[config.mk]
export PLATFORM = sky130hd
export DESIGN_NAME = video_timing_gen_flat
export DESIGN_NICKNAME = d
export VERILOG_FILES = /design/src/rtl/video_timing_gen_if.sv /design/src/rtl/video_timing_gen.sv /design/src/flat_wrapper.sv
export SDC_FILE = /design/constraint.sdc
export NUM_CORES = 1
export LEC_CHECK = 0
export ABC_CLOCK_PERIOD_IN_PS = 14200
export BUFFER_PORTS_ARGS = -buffer_cell sky130_fd_sc_hd__buf_2
export CORE_MARGIN = 2
export CORE_UTILIZATION = 55
export DETAILED_ROUTE_END_ITERATION = 10
export PLACE_DENSITY = 0.73
export SLEW_MARGIN = 0
export SYNTH_ARGS = -nofsm -noshare
export SYNTH_HDL_FRONTEND = slang
export SYNTH_SLANG_ARGS = --single-unit
export TNS_END_PERCENT = 100
[constraint.sdc]
create_clock -name clk -period 14.2 [get_ports clk]
set_input_delay 1.42 -clock clk [delete_from_list [all_inputs] [get_ports clk]]
set_output_delay 1.42 -clock clk [all_outputs]
set_load 0.03 [all_outputs]
[src/rtl/video_timing_gen_if.sv]
// video_timing_gen_if: timing-configuration handshake for video_timing_gen.
// The master offers a {display, front, sync, back} horizontal word and a
// {display, bottom, sync, top} vertical word; the slave accepts or rejects it.
interface video_timing_gen_if #(
  parameter int COORD_W = 11
);
  logic                   cfg_valid;
  logic                   cfg_ready;
  logic [4*COORD_W-1:0]   cfg_h;
  logic [4*COORD_W-1:0]   cfg_v;
  logic                   cfg_err;

  modport master (
    output cfg_valid, cfg_h, cfg_v,
    input  cfg_ready, cfg_err
  );

  modport slave (
    input  cfg_valid, cfg_h, cfg_v,
    output cfg_ready, cfg_err
  );
endinterface

[src/rtl/video_timing_gen.sv]
// video_timing_gen: raster timing generator (hpos/vpos, syncs, active area)
// with a shadowed timing configuration that is swapped in at a frame wrap.
// Optional feature: define VTG_FRAME_CNT_EN to add the 16-bit frame_count_o
// output; without it the port and its counter are absent.
//
// Configuration FSM:
//   state    | meaning
//   CFG_IDLE | no timing pending, cfg_ready high, offers are checked
//   CFG_PEND | shadow holds an accepted timing, waiting for the frame wrap
module video_timing_gen #(
  parameter int COORD_W   = 11,
  parameter int H_DISPLAY = 640,
  parameter int H_FRONT   = 16,
  parameter int H_SYNC    = 96,
  parameter int H_BACK    = 48,
  parameter int V_DISPLAY = 480,
  parameter int V_BOTTOM  = 10,
  parameter int V_SYNC    = 2,
  parameter int V_TOP     = 33,
  parameter bit HSYNC_POL = 1'b0,
  parameter bit VSYNC_POL = 1'b0
) (
  input  logic               clk,
  input  logic               reset,
  input  logic               clk_stb_i,
  video_timing_gen_if.slave  cfg,
  output logic               hsync_o,
  output logic               vsync_o,
  output logic               display_on_o,
  output logic [COORD_W-1:0] hpos_o,
  output logic [COORD_W-1:0] vpos_o,
  output logic               line_start_o,
  output logic               frame_start_o
`ifdef VTG_FRAME_CNT_EN
  ,
  output logic [15:0]        frame_count_o
`endif
);

  // Totals carry two extra bits so four maximal fields cannot overflow.
  localparam int TW = COORD_W + 2;
  localparam int FW = 4 * COORD_W;
  localparam logic [TW-1:0] LIMIT = {2'b01, {COORD_W{1'b0}}};

  localparam logic [FW-1:0] H_DEF = {COORD_W'(H_DISPLAY), COORD_W'(H_FRONT),
                                     COORD_W'(H_SYNC),    COORD_W'(H_BACK)};
  localparam logic [FW-1:0] V_DEF = {COORD_W'(V_DISPLAY), COORD_W'(V_BOTTOM),
                                     COORD_W'(V_SYNC),    COORD_W'(V_TOP)};

  // Field index: 3 = display, 2 = front/bottom, 1 = sync, 0 = back/top.
  function automatic logic [TW-1:0] fld(input logic [FW-1:0] t, input int idx);
    return TW'(t[idx*COORD_W +: COORD_W]);
  endfunction

  function automatic logic [TW-1:0] total(input logic [FW-1:0] t);
    return fld(t, 3) + fld(t, 2) + fld(t, 1) + fld(t, 0);
  endfunction

  function automatic logic axis_ok(input logic [FW-1:0] t);
    return (fld(t, 3) != '0) && (fld(t, 1) != '0) && (total(t) <= LIMIT);
  endfunction

  typedef enum logic [0:0] {
    CFG_IDLE = 1'b0,
    CFG_PEND = 1'b1
  } cfg_state_t;

  cfg_state_t        state_q, state_d;
  logic [FW-1:0]     act_h_q, act_h_d, act_v_q, act_v_d;
  logic [FW-1:0]     sh_h_q, sh_h_d, sh_v_q, sh_v_d;
  logic              err_q, err_d;

  logic [COORD_W-1:0] hpos_q, hpos_d, vpos_q, vpos_d;
  logic               hsync_q, vsync_q, disp_q, ls_q, fs_q;

  logic              h_last, v_last, frame_wrap, cfg_ok;
  logic [TW-1:0]     hp_n, vp_n, hs_start, hs_end, vs_start, vs_end;
  logic              hs_act, vs_act;

  assign cfg_ok     = axis_ok(cfg.cfg_h) && axis_ok(cfg.cfg_v);
  assign h_last     = ({2'b00, hpos_q} == total(act_h_q) - TW'(1));
  assign v_last     = ({2'b00, vpos_q} == total(act_v_q) - TW'(1));
  assign frame_wrap = clk_stb_i && h_last && v_last;

  // Configuration handshake and shadow/active timing next state.
  always_comb begin
    state_d = state_q;
    act_h_d = act_h_q;
    act_v_d = act_v_q;
    sh_h_d  = sh_h_q;
    sh_v_d  = sh_v_q;
    err_d   = 1'b0;
    case (state_q)
      CFG_IDLE: begin
        if (cfg.cfg_valid) begin
          if (cfg_ok) begin
            sh_h_d  = cfg.cfg_h;
            sh_v_d  = cfg.cfg_v;
            state_d = CFG_PEND;
          end else begin
            err_d = 1'b1;
          end
        end
      end
      CFG_PEND: begin
        if (frame_wrap) begin
          act_h_d = sh_h_q;
          act_v_d = sh_v_q;
          state_d = CFG_IDLE;
        end
      end
      default: state_d = CFG_IDLE;
    endcase
  end

  // Configuration registers.
  always_ff @(posedge clk) begin
    if (reset) begin
      state_q <= CFG_IDLE;
      act_h_q <= H_DEF;
      act_v_q <= V_DEF;
      sh_h_q  <= H_DEF;
      sh_v_q  <= V_DEF;
      err_q   <= 1'b0;
    end else begin
      state_q <= state_d;
      act_h_q <= act_h_d;
      act_v_q <= act_v_d;
      sh_h_q  <= sh_h_d;
      sh_v_q  <= sh_v_d;
      err_q   <= err_d;
    end
  end

  // Next raster position and its decode against the timing that will be active.
  always_comb begin
    hpos_d = h_last ? '0 : hpos_q + COORD_W'(1);
    vpos_d = vpos_q;
    if (h_last) begin
      vpos_d = v_last ? '0 : vpos_q + COORD_W'(1);
    end
    hp_n     = TW'(hpos_d);
    vp_n     = TW'(vpos_d);
    hs_start = fld(act_h_d, 3) + fld(act_h_d, 2);
    hs_end   = hs_start + fld(act_h_d, 1);
    vs_start = fld(act_v_d, 3) + fld(act_v_d, 2);
    vs_end   = vs_start + fld(act_v_d, 1);
    hs_act   = (hp_n >= hs_start) && (hp_n < hs_end);
    vs_act   = (vp_n >= vs_start) && (vp_n < vs_end);
  end

  // Raster registers; everything advances only on a pixel strobe.
  always_ff @(posedge clk) begin
    if (reset) begin
      hpos_q  <= '0;
      vpos_q  <= '0;
      hsync_q <= ~HSYNC_POL;
      vsync_q <= ~VSYNC_POL;
      disp_q  <= 1'b1;
      ls_q    <= 1'b1;
      fs_q    <= 1'b1;
    end else if (clk_stb_i) begin
      hpos_q  <= hpos_d;
      vpos_q  <= vpos_d;
      hsync_q <= hs_act ? HSYNC_POL : ~HSYNC_POL;
      vsync_q <= vs_act ? VSYNC_POL : ~VSYNC_POL;
      disp_q  <= (hp_n < fld(act_h_d, 3)) && (vp_n < fld(act_v_d, 3));
      ls_q    <= (hpos_d == '0);
      fs_q    <= (hpos_d == '0) && (vpos_d == '0);
    end
  end

  assign cfg.cfg_ready = (state_q == CFG_IDLE);
  assign cfg.cfg_err   = err_q;
  assign hpos_o        = hpos_q;
  assign vpos_o        = vpos_q;
  assign hsync_o       = hsync_q;
  assign vsync_o       = vsync_q;
  assign display_on_o  = disp_q;
  assign line_start_o  = ls_q;
  assign frame_start_o = fs_q;

`ifdef VTG_FRAME_CNT_EN
  logic [15:0] frame_cnt_q;

  // Frame counter, wraps naturally at 16 bits.
  always_ff @(posedge clk) begin
    if (reset) begin
      frame_cnt_q <= '0;
    end else if (frame_wrap) begin
      frame_cnt_q <= frame_cnt_q + 16'd1;
    end
  end

  assign frame_count_o = frame_cnt_q;
`endif

endmodule

[src/flat_wrapper.sv]
// flat-port wrapper written by rule: the top's interface ports become plain ports
module video_timing_gen_flat 
#(
  parameter int COORD_W   = 11,
  parameter int H_DISPLAY = 640,
  parameter int H_FRONT   = 16,
  parameter int H_SYNC    = 96,
  parameter int H_BACK    = 48,
  parameter int V_DISPLAY = 480,
  parameter int V_BOTTOM  = 10,
  parameter int V_SYNC    = 2,
  parameter int V_TOP     = 33,
  parameter bit HSYNC_POL = 1'b0,
  parameter bit VSYNC_POL = 1'b0
)
  (clk, reset, clk_stb_i, hsync_o, vsync_o, display_on_o, hpos_o, vpos_o, line_start_o, frame_start_o, cfg_cfg_valid, cfg_cfg_h, cfg_cfg_v, cfg_cfg_ready, cfg_cfg_err);
  video_timing_gen_if #(.COORD_W(COORD_W)) cfg_i ();
  input  logic clk;
  input  logic reset;
  input  logic clk_stb_i;
  output logic hsync_o;
  output logic vsync_o;
  output logic display_on_o;
  output logic [COORD_W-1:0] hpos_o;
  output logic [COORD_W-1:0] vpos_o;
  output logic line_start_o;
  output logic frame_start_o;
  input wire logic [$bits(cfg_i.cfg_valid)-1:0] cfg_cfg_valid;
  input wire logic [$bits(cfg_i.cfg_h)-1:0] cfg_cfg_h;
  input wire logic [$bits(cfg_i.cfg_v)-1:0] cfg_cfg_v;
  output wire logic [$bits(cfg_i.cfg_ready)-1:0] cfg_cfg_ready;
  output wire logic [$bits(cfg_i.cfg_err)-1:0] cfg_cfg_err;
  assign cfg_i.cfg_valid = cfg_cfg_valid;
  assign cfg_i.cfg_h = cfg_cfg_h;
  assign cfg_i.cfg_v = cfg_cfg_v;
  assign cfg_cfg_ready = cfg_i.cfg_ready;
  assign cfg_cfg_err = cfg_i.cfg_err;
  video_timing_gen #(.COORD_W(COORD_W), .H_DISPLAY(H_DISPLAY), .H_FRONT(H_FRONT), .H_SYNC(H_SYNC), .H_BACK(H_BACK), .V_DISPLAY(V_DISPLAY), .V_BOTTOM(V_BOTTOM), .V_SYNC(V_SYNC), .V_TOP(V_TOP), .HSYNC_POL(HSYNC_POL), .VSYNC_POL(VSYNC_POL)) u_core (.clk(clk), .reset(reset), .clk_stb_i(clk_stb_i), .cfg(cfg_i), .hsync_o(hsync_o), .vsync_o(vsync_o), .display_on_o(display_on_o), .hpos_o(hpos_o), .vpos_o(vpos_o), .line_start_o(line_start_o), .frame_start_o(frame_start_o));
endmodule
# Word level (Yosys, flattened, before mapping)
# Cells that the tools add are included.
[totals]
in_bits = 92
out_inout_bits = 29
reg_bits = 205
elab_cells = 81
[classes]
reduce_logical = 20
magnitude_cmp = 8
n_mux = 14
n_bitwise = 2
n_addsub = 20
eq_ne = 2
[ops]
columns = ["op", "n"]
rows = [
  ["$mux 44", 4],
  ["$add 13x11->13", 10],
  ["$add 11x11->12", 6],
  ["$reduce_bool 11->1", 4],
  ["$mux 11", 3],
  ["$eq 11x13->1", 2],
  ["$ge 11x13->1", 2],
  ["$le 13x12->1 const B", 2],
  ["$lt 11x13->1", 2],
  ["$sub 13x1->13 const B", 2],
  ["$add 11x1->11 const B", 2],
  ["$logic_not 11->1", 2],
  ["$lt 11x11->1", 2],
  ["$logic_and 1x1->1", 11],
  ["$mux 1", 6],
  ["$reduce_and 3->1", 1],
  ["$reduce_or 3->1", 1],
  ["$not 1->1", 2],
  ["$pmux 1 s2", 1],
  ["$reduce_and 2->1", 1],
]

# Depth between registers and ports, before layout
[depth]
depth_word = 14
mapped_depth = 55
mapped_depth_nobuf = 50

# Least setup slack after synthesis
# No wires, ideal clock.
[synth_path]
path_type = "register to register"
startpoint = "register u_core.act_h_q[22]"
endpoint = "register u_core.vsync_q, in the netlist u_core.vsync_o"
path_stages_with_launch = 54
arrival_time_ps = 9985
path_slack_ps = 4092
cell_sequence = "dfxtp_1 -> ha_1 -> fa_1 -> a21oi_1 -> nor2_1 -> nor2_1 -> nor2b_1 -> o21ai_0 -> a21oi_1 -> o21a_1 -> nor2_1 -> o21bai_1 -> a21oi_1 -> xor2_1 -> ha_1 -> inv_1 -> fa_1 -> ha_1 -> (+18 left out) -> and3_1 -> nand3_1 -> nand3_1 -> nor2_1 -> o21ai_0 -> xor2_1 -> ha_1 -> o21ai_0 -> nand2b_1 -> a21oi_1 -> o21ai_0 -> xnor2_1 -> ha_1 -> or4b_2 -> a211oi_1 -> a2111oi_0 -> a21oi_1 -> a31oi_1"
[synth_via]
elab_chain_len = 14
[synth_rtl]
columns = ["element", "line", "rtl"]
rows = [
  ["start, declared", "video_timing_gen.sv:69", "logic [FW-1:0] act_h_q, act_h_d, act_v_q, act_v_d;"],
  ["start signal, assigned", "video_timing_gen.sv:127", "act_h_q <= act_h_d;"],
  ["$add 11x11->12 (*)", "video_timing_gen.sv:56", "return fld(t, 3) + fld(t, 2) + fld(t, 1) + fld(t, 0);"],
  ["$add 13x11->13 (*) (2 in a row)", "video_timing_gen.sv:56", ""],
  ["$sub 13x1->13 (*)", "video_timing_gen.sv:81", "assign h_last = ({2'b00, hpos_q} == total(act_h_q) - TW'(1));"],
  ["$eq 11x13->1 (*)", "video_timing_gen.sv:81", ""],
  ["$logic_and 1x1->1 (*) (2 in a row)", "video_timing_gen.sv:83", "assign frame_wrap = clk_stb_i && h_last && v_last;"],
  ["$mux 44 (*)", "video_timing_gen.sv:106", "if (frame_wrap) begin"],
  ["$mux 44 (*)", "video_timing_gen.sv:93", "case (state_q)"],
  ["via u_core.act_v_d[22]", "video_timing_gen.sv:69", ""],
  ["$add 11x11->12 (*)", "video_timing_gen.sv:146", "vs_start = fld(act_v_d, 3) + fld(act_v_d, 2);"],
  ["$add 13x11->13", "video_timing_gen.sv:147", "vs_end = vs_start + fld(act_v_d, 1);"],
  ["$lt 11x13->1", "video_timing_gen.sv:149", "vs_act = (vp_n >= vs_start) && (vp_n < vs_end);"],
  ["$logic_and 1x1->1 (*)", "video_timing_gen.sv:149", ""],
  ["$mux 1 (*)", "video_timing_gen.sv:166", "vsync_q <= vs_act ? VSYNC_POL : ~VSYNC_POL;"],
  ["end signal, assigned", "video_timing_gen.sv:158", "vsync_q <= ~VSYNC_POL;"],
  ["end signal, assigned", "video_timing_gen.sv:166", ""],
  ["end, declared", "video_timing_gen.sv:74", "logic hsync_q, vsync_q, disp_q, ls_q, fs_q;"],
]
# Mark *: on every way through the listed nets, which the timed path passes. The rest lies on a longest branch.
# A chain may end at the register's enable or synchronous reset.

# Worst setup path in the final report
# Same ends and word-level chain as after synthesis.

==> summary.md <==
| Metric | Value |
|---|---|
| Fillcell total | 2,655 |
| Final WL | 43.7 mm |
| Total track usage | 27.4% |
| PortBufs | 120 |
| Vias/cell | 5.62 |
| Reg2reg setup slack | 2830 ps |
| Hold crit path type | reg2reg |
| Most common cell after layout, fill and taps aside | inv_1 |
| Clk sink count | 205 |
| Layout cells sized above 1 | 8.75% |
| Crit path kind | reg2reg |
| First-pass GRT wire length | 70.0 mm |
| Comb power frac | 25.6% |
| Vias in the first global route | 13,600 |
| Slew HR | 30.5% |
| Pre-antenna DRT Iters | 5 |
| Final Hold Violating Endpoints | 0 |
| CP Capture Point | u_core.vsync_o |
| Nets | 2,505 |
| Initial antenna violation count | 1 |
| Sw Ratio | 31.2% |
| RSZ-0062 raised after global routing | false |
| Fin Setup TNS | 0 ps |
| Area contributors post-synth | dfxtp_1, ha_1, mux2i_1 |
| Die ar. | 32,100 um2 |
| Die Y | 179 um |
| Final period util | 80.1% |
| R2r worst-path depth | 49 |
| Post-synth EDFFs | 0 |
| R2r startpoint | u_core.act_h_q[22] |
| RR Endpoint | u_core.vsync_o |
| Clock Pin Slew Worst Setup and Hold Paths | 60 ps |
| Most frequent cells in the layout | inv_1, nand2_1, ha_1 |
| GR Overflow Total | 0 |
| Area leader, netlist | dfxtp_1 |
| Met1 Resource Use GR | 42.0% |
| Synth-to-layout area growth | 9.65% |
| Site Rows | 64 |
| Synth Area per Inst | 8.19 um2 |
| Synthesized flop and latch total | 205 |
| Slew @ Worst Pin | 1040 ps |
| Leakage Power | 9.60 nW |
| HPWL after DPL | 35.1 mm |
| Setup Buffers After CTS | 0 |
| Post-route ant nets | 0 |
| Crit end category | flip-flop |
| Min Tclk post-route | 11,370 ps |
| GRT met2 Usage | 40.6% |
| Via count | 14,300 |
| Cell mode on critical path | ha_1 |
| Synth Cell Area | 16,900 um2 |
| Final GP Congestion | 0.936 |
| CP Launch Type | flip-flop |
| PwrDens | 91.8 nW/um2 |
| Slew Limit Fails | 0 |
| DRC viols | 0 |
| FMAX | 0.0879 GHz |
| CTS tree | yes |
| Yosys cell types | 72 |
| Critical path's slowest cell | or4b_2 |
| Core Util, Final | 60.9% |
| Crit path from | u_core.act_h_q[22] |
| Core Area | 30,300 um2 |
| Clock root buffer | clkbuf_16 |
| Io pins | 121 |
| Switching Power | 0.530 mW |
| Mapped Cells | 2,059 |
| Sequential Power Share | 38.4% |
| Met3 GRT Util | 3.94% |
| Cell Int Power | 1.17 mW |
| Arrival time worst endpoint | 11,750 ps |
| MaxCap Viol Count | 0 |
| PostCTS Resize Cnt | 0 |
| Largest net degree at the start of global routing | 126 |
| Clock network power share | 36.0% |
| Insertion delay to the later sink of the worst-skew pair | 520 ps |
| Setup Viol. Count Final | 0 |
| Top_reg_cell synth | dfxtp_1 |
| Req. time, crit path | 14,580 ps |
| Synth Warn # | 0 |
| Max Buffers Root-to-Sink | 3 |
| Die Span X | 179 um |
| CTS Buf Count | 23 |
| GR peak layer | met1 |
| Hold-fix buffers at CTS | 0 |
| Crit path max fanout | 45 |
| Register area share after synthesis | 24.3% |
| VDD IR max | 0.0000632 V |
| Worst clock skew | 15.1 ps |
| Worst stage delay on the critical path | 670 ps |
| Area share of the largest cell type after synthesis | 24.3% |
| Outcome | complete, no violations |
| Wire per inst | 17.2 um |
| H-Tree Level Count | 1 |
| DR iter-0 viols | 1,080 |
| Initial Util | 55.5% |
| Synth async-reset ratio | 0% |
| Mapped Nets | 2,430 |
==> critical path, delay by kind of cell, from the launching register on <==
family,cells,cell delay (ps)
AO/OA/AOI/OAI,15,2410
XOR/XNOR,3,500
adder cells (fa/ha/maj),10,3350
buffers and inverters,3,430
flip-flops,1,320
multiplexers,2,580
AND/OR/NAND/NOR,16,3620
==> metal layers <==
metal | vias up | share of wire (%) | wire length (um)
met3 | 45 | 6.6 | 2890
met4 | 0 | 1.6 | 695
met2 | 432 | 41 | 18100
met5 | - | 0 | 0
li1 | 7153 | - | -
met1 | 6667 | 50 | 22100
==> cells in the mapped netlist (5+ instances only) <==
master	instances
clkbuf_1	59
buf_1	7
o21bai_1	22
nand3_1	27
mux2i_1	119
xnor2_1	69
o2111ai_1	9
nor3_1	22
a31oi_1	6
o21ai_0	55
o21a_1	8
a21oi_1	164
nand2_1	227
and2_1	7
nand2b_1	36
nand4_1	16
a2111oi_0	8
nor2b_1	22
a211o_1	16
a211oi_1	11
or2_2	5
nor4_1	22
a21o_1	45
inv_1	244
xor2_1	51
and3_1	23
nand3b_1	6
fa_1	54
buf_2	9
or3_1	6
ha_1	225
nor2_1	186
dfxtp_1	205
==> cell type report <==
type / instances / area (um2) / area share [%]
Multi-Input combinational cell: 1532 / 11500 / 62.4
Sequential cell: 205 / 4100 / 22.2
Inverter: 245 / 920 / 4.98
Timing Repair Buffer: 127 / 659 / 3.57
Clock buffer: 28 / 604 / 3.27
Tap cell: 396 / 495 / 2.68
Clock inverter: 11 / 155 / 0.839
Antenna cell: 1 / 2.50 / 0.0135
==> through the flow <==
stage,cells,hold slack (ps),setup WS [ps],total power [mW],cell area (um2)
finish,2545,454,2830,1.70,18500
global route,2545,478,2040,1.79,18500
CTS,2544,457,2900,1.70,18500
detailed placement,2505,449,2940,1.09,17700
global placement,2505,442,3220,1.08,17700
floorplan,2059,432,4090,0.981,16900
==> flip-flops by register name, summed over array words and instances, names as in the netlist <==
name                  flops
u_core.act_h_q           44
u_core.act_v_q           44
u_core.cfg.cfg_err        1
u_core.display_on_o       1
u_core.frame_start_o      1
u_core.hpos_o            11
u_core.hsync_o            1
u_core.line_start_o       1
u_core.sh_h_q            44
u_core.sh_v_q            44
u_core.state_q            1
u_core.vpos_o            11
u_core.vsync_o            1
==> worst min-delay path by stage <==
stage                           start  slack (ps)  depth (start not counted)                 to
detailed placement  u_core.act_v_q[7]         450                          2  u_core.act_v_q[7]
global route        u_core.act_h_q[2]         480                          2  u_core.act_h_q[2]
global placement    u_core.act_h_q[0]         440                          2  u_core.act_h_q[0]
CTS                 u_core.act_v_q[7]         460                          2  u_core.act_v_q[7]
finish              u_core.act_h_q[2]         450                          2  u_core.act_h_q[2]
floorplan           u_core.act_h_q[0]         430                          2  u_core.act_h_q[0]
==> power groups by stage <==
| stage | Sequential (mW) | Clock, mW | Combinational, mW |
|---|---|---|---|
| 2_1_floorplan | 0.654 | 0 | 0.327 |
| 3_5_place_dp | 0.662 | 0 | 0.430 |
| 3_3_place_gp | 0.661 | 0 | 0.416 |
| 6_report | 0.651 | 0.611 | 0.434 |
| 5_1_grt | 0.655 | 0.646 | 0.485 |
| 4_1_cts | 0.650 | 0.620 | 0.433 |
==> cells by family after synthesis <==
group,share of synthesized area [%]
fa+ha+maj,23.4
buf+inv,7.33
simple gates,16.9
flops,24.3
compound gates,14.4
mux,7.27
xor+xnor,6.43
Power figures use the tool's default switching activity.
